==> src/rtl/fadd_share_arbiter.sv <==
// Round-robin arbiter sharing one registered 8-bit float adder among NREQ requesters,
// with in-order tag routing of sums and a pause/drain FSM. Optional stats: FADD_ARB_STATS_EN.
module fadd_share_arbiter #(
    parameter int NREQ    = 4,
    parameter int ADD_LAT = 1
) (
    input  logic                 clk,
    input  logic                 rst_n,
    input  logic [NREQ-1:0]      req_valid,
    input  logic [8*NREQ-1:0]    req_a,
    input  logic [8*NREQ-1:0]    req_b,
    output logic [NREQ-1:0]      req_ready,
    output logic [7:0]           add_a,
    output logic [7:0]           add_b,
    input  logic [7:0]           add_res,
    output logic [NREQ-1:0]      resp_valid,
    output logic [7:0]           resp_data,
    input  logic                 pause,
    output logic                 idle,
    output logic [16*NREQ-1:0]   grant_cnt
);

    localparam int PW = (NREQ > 1) ? $clog2(NREQ) : 1;

    typedef enum logic [1:0] {
        ST_RUN    = 2'd0,
        ST_DRAIN  = 2'd1,
        ST_PAUSED = 2'd2
    } state_t;

    state_t          r_state;
    logic            r_idle;
    logic [PW-1:0]   r_ptr;
    logic [ADD_LAT:0] r_tagV;
    logic [PW-1:0]   r_tagId [ADD_LAT+1];
    logic [7:0]      r_addA;
    logic [7:0]      r_addB;
    logic [7:0]      r_respData;
    logic [NREQ-1:0] r_respValid;

    logic            w_hit;
    logic [PW-1:0]   w_gid;
    logic            w_issue;
    logic [NREQ-1:0] w_onehot;

    // Search starts just after the last winner so every requester gets its turn.
    always_comb begin
        w_hit = 1'b0;
        w_gid = '0;
        for (int k = 1; k <= NREQ; k++) begin
            if (!w_hit && req_valid[(int'(r_ptr) + k) % NREQ]) begin
                w_hit = 1'b1;
                w_gid = PW'((int'(r_ptr) + k) % NREQ);
            end
        end
    end

    // Grant is masked by rst_n so req_ready drops the moment reset asserts.
    assign w_issue   = rst_n && (r_state == ST_RUN) && !pause && w_hit;
    assign w_onehot  = NREQ'(1) << w_gid;
    assign req_ready = w_issue ? w_onehot : '0;

    always_ff @(posedge clk or negedge rst_n) begin
        if (!rst_n) begin
            r_ptr       <= PW'(NREQ - 1);
            r_addA      <= 8'h00;
            r_addB      <= 8'h00;
            r_tagV      <= '0;
            for (int s = 0; s <= ADD_LAT; s++) begin
                r_tagId[s] <= '0;
            end
            r_respValid <= '0;
            r_respData  <= 8'h00;
        end else begin
            if (w_issue) begin
                r_ptr  <= w_gid;
                r_addA <= req_a[8*w_gid +: 8];
                r_addB <= req_b[8*w_gid +: 8];
            end
            r_tagV[0]  <= w_issue;
            r_tagId[0] <= w_gid;
            for (int s = 1; s <= ADD_LAT; s++) begin
                r_tagV[s]  <= r_tagV[s-1];
                r_tagId[s] <= r_tagId[s-1];
            end
            // The tail tag lines up with the adder result for the same operation.
            if (r_tagV[ADD_LAT]) begin
                r_respData  <= add_res;
                r_respValid <= NREQ'(1) << r_tagId[ADD_LAT];
            end else begin
                r_respValid <= '0;
            end
        end
    end

    always_ff @(posedge clk or negedge rst_n) begin
        if (!rst_n) begin
            r_state <= ST_RUN;
            r_idle  <= 1'b0;
        end else begin
            case (r_state)
                ST_RUN: begin
                    r_idle <= 1'b0;
                    if (pause) begin
                        r_state <= ST_DRAIN;
                    end
                end
                ST_DRAIN: begin
                    if (!pause) begin
                        r_state <= ST_RUN;
                        r_idle  <= 1'b0;
                    end else if (r_tagV == '0) begin
                        r_state <= ST_PAUSED;
                        r_idle  <= 1'b1;
                    end
                end
                ST_PAUSED: begin
                    if (!pause) begin
                        r_state <= ST_RUN;
                        r_idle  <= 1'b0;
                    end else begin
                        r_idle  <= 1'b1;
                    end
                end
                default: begin
                    r_state <= ST_RUN;
                    r_idle  <= 1'b0;
                end
            endcase
        end
    end

    assign add_a      = r_addA;
    assign add_b      = r_addB;
    assign resp_valid = r_respValid;
    assign resp_data  = r_respData;
    assign idle       = r_idle;

`ifdef FADD_ARB_STATS_EN
    logic [15:0] r_grantCnt [NREQ];

    // Counters stick at all-ones instead of wrapping.
    always_ff @(posedge clk or negedge rst_n) begin
        if (!rst_n) begin
            for (int i = 0; i < NREQ; i++) begin
                r_grantCnt[i] <= 16'h0000;
            end
        end else begin
            for (int i = 0; i < NREQ; i++) begin
                if (w_issue && (w_gid == PW'(i)) && (r_grantCnt[i] != 16'hFFFF)) begin
                    r_grantCnt[i] <= r_grantCnt[i] + 16'h0001;
                end
            end
        end
    end

    always_comb begin
        grant_cnt = '0;
        for (int i = 0; i < NREQ; i++) begin
            grant_cnt[16*i +: 16] = r_grantCnt[i];
        end
    end
`else
    assign grant_cnt = '0;
`endif

endmodule
==> config.mk <==
export PLATFORM = sky130hd
export DESIGN_NAME = fadd_share_arbiter
export DESIGN_NICKNAME = d
export VERILOG_FILES = /design/src/rtl/fadd_share_arbiter.sv
export SDC_FILE = /design/constraint.sdc
export NUM_CORES = 1
export LEC_CHECK = 0
export BUFFER_PORTS_ARGS = -buffer_cell sky130_fd_sc_hd__buf_2
export CAP_MARGIN = 10
export CORE_MARGIN = 2
export CORE_UTILIZATION = 29
export DETAILED_ROUTE_END_ITERATION = 16
export PLACE_DENSITY = 0.69
export SLEW_MARGIN = 20
export SYNTH_ARGS = -nofsm -noshare
export SYNTH_HDL_FRONTEND = slang
export SYNTH_SLANG_ARGS = --single-unit
export TNS_END_PERCENT = 20
==> constraint.sdc <==
create_clock -name clk -period 2.6 [get_ports clk]
set_clock_uncertainty 0.15 [all_clocks]
set_input_delay 0.39 -clock clk [delete_from_list [all_inputs] [get_ports clk]]
set_output_delay 0.39 -clock clk [all_outputs]
set_load 0.01 [all_outputs]
# Word-level counts from Yosys, hierarchy flattened
# Cells that the tools add are included.
# classes
addsub,4
order_cmp,4
eq_ne,5
shifts,4
mux,31
n_bitwise,4
reduce_logical,17
# op_table
operator,n
variable part select 32 x 6 -> 8 bit,2
"less-than comparator 3 x 4 -> 1 bit, second input constant",4
two-way mux 2 bit,8
two-way mux 1 bit,15
binary-select mux 1 bit (select 2 bit),4
two-way mux 4 bit,2
OR reduction 2 bit,4
"left shift 1 x 2 -> 4 bit, first input constant",2
logical AND 1 bit,6
case mux 2 bit (3 select lines),1
"adder 2 x 1 -> 2 bit, second input constant",2
"adder 2 bit, second input constant",2
"AND 1 bit, first input constant",4
logical NOT 1 bit,4
logical NOT 2 bit,2
"inequality test 2 bit, second input constant",2
"inequality test 3 bit, second input constant",1
AND reduction 3 bit,1
"equality test 2 x 1 -> 1 bit, second input constant",1
"equality test 2 bit, second input constant",1
case mux 1 bit (2 select lines),1
# word_totals
ff_bits,39
in_bits,79
out_inout_bits,97
elab_cells,79

# Logic depth before layout (Yosys ltp)
# Gate-level depths: netlist of run 1.
# logic_depth
ltp_word,18
mapped_depth,8
depth_no_buf,7

# Worst setup path after synthesis of run 1
# Ideal clock, no wire load.
# synth_timing
path_kind,flip-flop to output port
start,register r_ptr[0]
end,output port req_ready[0]
arrival_ps,1644
required_ps,2060
slack_ps,416
stages_incl_launch_ff,8
path_cell_list,dfstp_2 > nand2b_1 > a21o_1 > and3_1 > buf_6 > buf_6 > inv_1 > nor3_1
# synth_between
elab_chain_len,16
elab_cells_between_ends,33
classes_between,add/sub (4); shift (1); mux (21); reduce/logical (7)
# synth_lines
element,line_no,rtl
from (decl),33,logic [PW-1:0] r_ptr;
from (signal assigned),65,r_ptr <= PW'(NREQ - 1);
from (signal assigned),76,r_ptr <= w_gid;
adder 2 x 1 -> 2 bit,"51, 53",
binary-select mux 1 bit (select 2 bit),51,if (!w_hit && req_valid[(int'(r_ptr) + k) % NREQ]) begin
two-way mux 1 bit (implied by the code) (2 in a row),51,
two-way mux 1 bit,51,
logical NOT 1 bit,51,
logical AND 1 bit,51,
two-way mux 1 bit,51,
logical NOT 1 bit,51,
logical AND 1 bit,51,
two-way mux 1 bit,51,
logical NOT 1 bit,51,
logical AND 1 bit,51,
two-way mux 2 bit (*),51,
via w_gid[0],42,logic [PW-1:0] w_gid;
left shift 1 x 2 -> 4 bit (*),60,assign w_onehot = NREQ'(1) << w_gid;
two-way mux 4 bit (*),61,assign req_ready = w_issue ? w_onehot : '0;
to (decl),12,"output logic [NREQ-1:0] req_ready,"
# Mark *: on every way through the listed nets, which the timed path passes. The rest lies on a longest branch. The select of a mux whose other input is x is not followed.

# Worst setup path after layout of run 1
# Ends and elaborated chain as after synthesis.

==> results of run 1 <==
==> state kept, by name, summed over array words and instances, names as in the netlist <==
register,flops
resp_data,8
resp_valid,4
r_tagId,4
r_ptr,2
idle,1
add_b,8
add_a,8
r_state,2
r_tagV,2
==> placed cells by master (no fill, tap or decap), drive strengths merged <==
master,netlist,routed
o311ai,1,1
nand2b,4,4
clkinv,0,2
ha,4,4
a22o,1,1
inv,20,20
nor2b,2,2
dfstp,2,2
o211ai,17,17
dfrtp,37,37
nor2,4,4
or2,1,1
buf,67,123
a21oi,1,1
nand2,25,25
and4,16,16
bufinv,0,1
nor3b,1,1
and2,2,2
a21o,1,1
mux2i,17,17
conb,1,64
a21boi,1,1
clkbuf,13,5
nor3,2,2
and3,2,2
o22a,1,1
a21bo,1,1
a31oi,16,16
o21ai,22,22
nand3b,1,1
mux2,8,8
and3b,1,1
==> routing by layer <==
metal  part of all wire  vias up  routed length (µm)  track usage
met5                  0        -                   0            0
met4             0.0057        0                  39      0.02740
met3              0.080        5                 546      0.02577
met2               0.51      118                3445       0.2349
met1               0.41     1078                2787       0.1569
li1                   -     1109                   -            -
==> cell type report <==
cell class / count / area, µm²
repair buffers: 123 / 645.6
inverters: 20 / 75.07
multi-input cells: 216 / 1338
fillers: 955 / 5821
clock inverters: 3 / 43.79
well taps: 111 / 138.9
flip-flops and latches: 39 / 978.4
clock buffers: 5 / 68.82
==> final timing paths <==
path / from / to / cells past startpoint
max: r_ptr[0] / req_ready[0] / 6
min: rst_n / r_state[0] / 2
max reg2reg: r_ptr[0] / add_a[0] / 6
min reg2reg: r_tagId[3] / r_tagId[1] / 0
max in group asynchronous: rst_n / r_ptr[1] / 2
min in group clk: add_res[0] / resp_data[0] / 2
==> report_power, final <==
group	switching (mW)	total, mW	internal [mW]
logic	0.704	1.30	0.594
clock network	0.231	0.518	0.286
registers	0.142	1.01	0.866
==> cells by family (layout without fill, tap and decap cells) <==
family,count (synthesis),after routing,share of synthesized area
buffers and inverters,100,151,0.2355
multiplexers,25,25,0.09661
AND/OR/NAND/NOR,61,61,0.1305
flip-flops,39,39,0.3632
other,1,64,0.001392
AO/OA/AOI/OAI,62,62,0.1542
adder cells (fa/ha/maj),4,4,0.01858
==> through the flow <==
step	worst slack (ps)	hold slack, ps	area (µm²)	power [mW]
after floorplan	415.9	-55.59	2930	1.916
after global placement	335.0	184.2	3159	2.269
after detailed placement	290.3	184.7	3159	2.319
after CTS	10.98	64.91	3273	2.848
after global routing	-6.623	99.68	3288	3.042
final	120.4	53.92	3288	2.823
==> what timing repair did <==
| action | in CTS | in global routing |
|---|---|---|
| setup endpoints to repair | 1 | 3 |
| endpoints found under the hold margin | 0 | 0 |
| gates resized for setup | 1 | 5 |
==> impl_metrics.yaml, run 1 <==
floorplanning:
  die_w_um: 100.4
  initial_core_util: 0.2957
  io_pins: 176
  die_h_um: 100.4
  rows: 35
  core-area_mm2: 0.009109
  dieArea_mm2: 0.01008
cells_and_area:
  synthToLayoutAreaGrowth_pct: 22.06
  post_route_cells_drive_above_1_share: 0.3645
  fin_nets: 488
  final_util: 0.3610
  n_antenna_cell: 0
  stdcell_count: 517
timing:
  finalCritPeriodShare: 0.9537
  final_hold_viol_count: 0
  fmax_ghz: 0.4033
  max-slew-margin-rel: 0.6535
  setup_tns_ps: 0
  worst_pin_slew_ps: 519.8
  min_period_ps: 2480
  finalMaxSlewViolations: 0
  setup_viol: 0
setup_path:
  cp.buffers_inverters: 2
  r2r_setup_slack_ps: 590
  startpoint_type: "flip-flop"
  end_kind: "primary output"
  critPathTopFamily: "simple AND/OR/NAND/NOR gates"
  worstPathCellList: "nand2b_1 > a21bo_4 > and3_4 > inv_1 > nor3_1 > buf_2"
  slowest_delay_ps: 550
  critPathRequiredTime_ps: 2060
  cp_max_fo: 15
  cp_slowest_cell: "dfstp_2"
  critical_path_class: "flip-flop to primary output"
  worstPathArrival_ps: 1940
job:
  maxCapViolations: 0
place:
  port_buffers: 111
  gp_routability_congestion: 0.8080
  hpwl_um: 5573
  dp.cells: 509
drt:
  wl_per_cell_um: 13.19
  ant_nets: 0
  dr.pass1.iters: 4
  drc: 0
  wl_um: 6819
  first_iter_violations: 42
  vias: 2310
  vias_per_cell: 4.468
synthesis:
  synth_top_area_share: 0.3437
  yosys.area.top_type: "dfrtp_1"
  netlist_instances: 292
  async_reset_ff_frac: 1.000
  synth_area_mm2: 0.002694
  ys.flop_type: "dfrtp_1"
  avgSynthCellArea_um2: 9.225
  synth_most_common_cell: "buf_4"
  ys_seq_elements: 39
  yosysUniqueCellTypes: 34
  synth-edff-count: 0
  synth_seq_area_share: 0.3632
  ys_warn_count: 0
  netlist_top_cells_count: "65 x buf_4, 37 x dfrtp_1, 25 x nand2_1, 21 x o21ai_0, 20 x inv_1"
  synthTopCellsByArea: "dfrtp_1 34%, buf_4 18%, mux2i_1 6.3%"
grt:
  grt_pass1_wl_um: 10250
  grt_max_degree: 40
  grt_remaining_overflow: 0
  antenna_found_initial: 0
  first_global_vias: 2073
  track_usage: 0.1290
clock_tree:
  cts_tree: "yes"
  cts.sinks: 39
  clkTransAtPathRegs_ps: 90
  cts-root-buf: "clkbuf_8"
  cts_made_buffers: 5
  holdBufCountCts: 0
  post_cts_buffers: 0
  clockBufferDepth: 2
  htree_levels: 2
  insertion_delay_ps: 290
pwr:
  ir_worst_vdd_uv: 225.1
  leakagePower_nw: 1.781
  powerDensity_mw_per_mm2: 858.5
worst_hold_path:
  hold_path_class: "primary input to asynchronous set/reset pin"
outcome:
  outcome: "complete, no violations"
Note: power is estimated with default switching activity, not from simulation.
==> run 2, diff against run 1 <==
clock period = 3.1 ns   (was 2.6 ns; I/O delays follow)
==> run 2 against run 1 <==
Sequential power down 16%. Register-to-register slack gained 300 ps. Combinational power shrank 18%. First-iteration DRC count decreased by 9.5%. Sequential cell count stayed put. Clock power decreased by 18%. Critical path type unchanged. Sequential share of layout area is 0.29 points higher. Via count fell by 2.8%. Wire length fell by 3.2%. Setup slack better by 160 ps. Clock-buffer cell count is the same. Largest power group unchanged.
==> impl_metrics.yaml, run 2 (synthesized netlist as in run 1, its figures left out) <==
outcome:
  outcome: "complete, no violations"
pwr:
  switching_share: 0.3801
  power_frac_seq: 0.363
  ir_worst_vdd_uv: 213.1
  p_switching_uw: 885.5
  powerDensity_mw_per_mm2: 715.3
  clock_power_share: 0.183
  comb_power_share: 0.454
  leakagePower_nw: 1.769
  p_int_mw: 1.444
timing:
  setup_tns_ps: 0
  hold_ws_ps: 135.6
  setup_viol: 0
  finalCritPeriodShare: 0.9102
  worst_slack_ps: 278.3
  fmax_ghz: 0.3544
  finalMaxSlewViolations: 0
  min_period_ps: 2822
  final_hold_viol_count: 0
  rsz0062_at_grt: "no"
grt:
  grt_remaining_overflow: 0
  antenna_found_initial: 0
  grt_max_degree: 40
  first_global_vias: 2012
  grt_pass1_wl_um: 10010
  track_usage: 0.1271
clock_tree:
  clkTransAtPathRegs_ps: 90
  insertion_delay_ps: 290
  htree_levels: 2
  cts.sinks: 39
  cts-resized-gates: 0
  post_cts_buffers: 0
  cts_made_buffers: 5
  cts_tree: "yes"
  clockBufferDepth: 2
  cts-root-buf: "clkbuf_8"
  holdBufCountCts: 0
drt:
  vias: 2245
  vias_per_cell: 4.359
  drc: 0
  wl_per_cell_um: 12.82
  first_iter_violations: 38
  dr.pass1.iters: 4
  ant_nets: 0
  wl_um: 6603
floorplanning:
  die_h_um: 100.4
  dieArea_mm2: 0.01008
  io_pins: 176
  initial_core_util: 0.2957
  core-area_mm2: 0.009109
  rows: 35
  die_w_um: 100.4
cells_and_area:
  n_antenna_cell: 0
  final_common_cell: "buf_2"
  fin_nets: 486
  post_route_cells_drive_above_1_share: 0.3540
  synthToLayoutAreaGrowth_pct: 20.90
  mostFrequentLayoutCells: "111 x buf_2, 64 x conb_1, 37 x dfrtp_1"
  final_util: 0.3576
setup_path:
  startpoint_type: "flip-flop"
  end_kind: "primary output"
  path_depth: 7
  cp.buffers_inverters: 3
  critPathTopFamily: "simple AND/OR/NAND/NOR gates"
  worstPathArrival_ps: 2210
  reg2reg_depth: 9
  worstPathCellList: "nand2b_1 > a21bo_2 > and3_1 > buf_4 > inv_1 > nor3_1 > buf_2"
  cp_max_fo: 14
  cp_slowest_cell: "dfstp_2"
  critPathRequiredTime_ps: 2480
  slowest_delay_ps: 550
  critical_path_class: "flip-flop to primary output"
place:
  gp_routability_congestion: 0.7988
  port_buffers: 111
  post-place-ws_ps: 535.1
  hpwl_um: 5357
worst_hold_path:
  hold_path_class: "primary input to asynchronous set/reset pin"
job:
  maxCapViolations: 0
run 2: worst paths after layout:
path | from | endpoint | slack [ps]
max | r_ptr[0] | req_ready[0] | 280
min in group clk | r_tagId[2] | r_tagId[0] | 210
max in group asynchronous | rst_n | r_ptr[1] | 2300
max reg2reg | r_state[1] | add_a[2] | 890
min reg2reg | r_tagId[2] | r_tagId[0] | 210
min | rst_n | r_tagId[3] | 140
run 2: metal layers:
layer | part of all wire | global-route usage | wire (µm)
met1 | 0.42 | 0.1586 | 2769
met2 | 0.48 | 0.2230 | 3173
met3 | 0.093 | 0.02925 | 611
met4 | 0.0073 | 0.02845 | 48
met5 | 0 | 0 | 0
run 2: area by class of cell:
cell class	instances	area (µm²)
clock buffers	5	68.82
flip-flops and latches	39	978.4
inverters	20	75.07
multi-input cells	216	1321
repair buffers	121	630.6
well taps	111	138.9
clock inverters	3	43.79
fillers	952	5852
run 2: through the flow:
step | area [µm²] | power (mW) | instances
3_3_place_gp | 3144 | 1.886 | 507
4_1_cts | 3257 | 2.361 | 515
3_5_place_dp | 3144 | 1.929 | 507
5_1_grt | 3257 | 2.524 | 515
2_1_floorplan | 2930 | 1.607 | 355
6_report | 3257 | 2.330 | 515
run 2: power groups by stage:
stage / combinational (mW) / sequential (mW) / clock [mW]
finish: 1.06 / 0.845 / 0.426
global route: 1.19 / 0.874 / 0.458
CTS: 1.07 / 0.848 / 0.441
detailed placement: 1.07 / 0.860 / 0
global placement: 1.04 / 0.849 / 0
floorplan: 0.690 / 0.917 / 0
==> run 3, diff against run 2 <==
CORE_ASPECT_RATIO = 1.5   (was unset)
==> run 3 against run 2 <==
Die area grew 0.16%. Utilization is 0.40 points higher. Global-route usage increased by 0.66 points. Non-clock buffer count decreased by 1. Combinational power hardly changed. Fmax increased by 4.0%. Cell count unchanged. Worst hold slack improved by 10 ps. Sequential cell count did not move. Clock-buffer cell count unchanged. Critical path type unchanged.
==> impl_metrics.yaml, run 3 (synthesized netlist as in run 1, its figures left out) <==
timing:
  max-slew-margin-rel: 0.6438
  worst_pin_slew_ps: 534.3
  rsz0062_at_grt: "no"
  finalMaxSlewViolations: 0
  setup_viol: 0
  worst_slack_ps: 388.1
  setup_tns_ps: 0
  fmax_ghz: 0.3687
  final_hold_viol_count: 0
  min_period_ps: 2712
  finalCritPeriodShare: 0.8748
cells_and_area:
  post_route_cells_drive_above_1_share: 0.3524
  final_common_cell: "buf_2"
  final_cell_area_mm2: 0.003307
  fin_nets: 485
  n_antenna_cell: 0
  mostFrequentLayoutCells: "111 x buf_2, 64 x conb_1, 37 x dfrtp_1"
  synthToLayoutAreaGrowth_pct: 22.76
floorplanning:
  rows: 43
  dieArea_mm2: 0.01009
  io_pins: 176
  initial_core_util: 0.2945
  die_h_um: 122.0
  die_w_um: 82.70
  core-area_mm2: 0.009146
drt:
  first_iter_violations: 99
  dr.pass1.iters: 4
  ant_nets: 0
  drc: 0
  vias_per_cell: 4.483
  wl_per_cell_um: 13.45
  wl_um: 6928
  vias: 2309
setup_path:
  critical_path_class: "flip-flop to primary output"
  rr_endpoint: "add_a[6]"
  worstPathCellList: "inv_1 > ha_1 > nor2b_1 > o311ai_4 > inv_1 > nand2_1 > nor2_1 > buf_2"
  critPathTopFamily: "simple AND/OR/NAND/NOR gates"
  reg2reg_depth: 8
  r2r_setup_slack_ps: 870
  startpoint: "r_state[1]"
  cp_slowest_cell: "dfrtp_1"
  startpoint_type: "flip-flop"
  cp.buffers_inverters: 3
  critPathRequiredTime_ps: 2480
  path_depth: 8
  cp_max_fo: 9
  slowest_delay_ps: 420
  path_common_cell: "inv_1"
  r2r_start: "r_state[1]"
  end_kind: "primary output"
  worstPathArrival_ps: 2100
  crit_end: "req_ready[2]"
pwr:
  power.total_mw: 2.513
  ir_worst_vdd_uv: 451.8
  leakagePower_nw: 1.790
  powerDensity_mw_per_mm2: 760.0
place:
  port_buffers: 111
  gp_routability_congestion: 0.7645
  hpwl_um: 5185
  post-place-ws_ps: 681.1
  place_area_mm2: 0.003138
outcome:
  outcome: "complete, no violations"
clock_tree:
  cts.sinks: 39
  cts_tree: "yes"
  clkTransAtPathRegs_ps: 60
  cts-resized-gates: 0
  htree_levels: 2
  insertion_delay_ps: 280
  cts-root-buf: "clkbuf_16"
  post_cts_buffers: 0
  holdBufCountCts: 0
  cts_made_buffers: 5
  clockBufferDepth: 2
grt:
  first_global_vias: 2002
  track_usage: 0.1337
  grt_max_degree: 40
  grt_remaining_overflow: 0
  grt_pass1_wl_um: 9991
  antenna_found_initial: 0
worst_hold_path:
  hold_path_class: "primary input to asynchronous set/reset pin"
job:
  maxCapViolations: 0
-- run 3: routing by layer --
metal	up-vias	track usage	share of wire
li1	1101	-	-
met1	1069	0.1483	0.38
met2	132	0.2429	0.52
met3	7	0.03111	0.091
met4	0	0.04611	0.014
met5	-	0	0
-- run 3: area by class of cell --
| type | instances | area (µm²) |
|---|---|---|
| clock buffer | 5 | 125.1 |
| clock inverter | 3 | 43.79 |
| fill | 961 | 5839 |
| inverter | 20 | 75.07 |
| multi-input combinational | 216 | 1321 |
| sequential | 39 | 978.4 |
| tap | 112 | 140.1 |
| timing repair buffer | 120 | 623.1 |
-- run 3: stage by stage --
step	std cells	hold slack, ps	utilization
after CTS	515	163.3	0.3616
final	515	145.8	0.3616
after global placement	507	187.2	0.3431
after detailed placement	507	197.9	0.3431
after global routing	515	195.2	0.3616
after floorplan	355	19.41	-
-- run 3: worst reg2reg max path: stages, from the launching register on --
cell and delay, ps:
dfrtp_1 420, inv_1 120, ha_1 160, nor2b_1 280
o311ai_4 180, inv_1 110, nand2_1 240, buf_4 280
o211ai_1 200
-- run 3: power breakdown --
part           leakage, nW  switching [mW]  internal (mW)
Sequential           0.484           0.126          0.728
Combinational         1.22           0.592          0.473
Clock               0.0838           0.214          0.380
-- run 3: worst min path at each step --
stage,startpoint,endpoint,slack (ps),cells past startpoint
2_1_floorplan,rst_n,add_a[0],20,0
3_3_place_gp,r_tagId[2],r_tagId[0],190,0
3_5_place_dp,r_tagId[2],r_tagId[0],200,0
4_1_cts,rst_n,add_b[5],160,2
5_1_grt,rst_n,add_b[5],200,2
6_report,rst_n,add_b[2],150,2
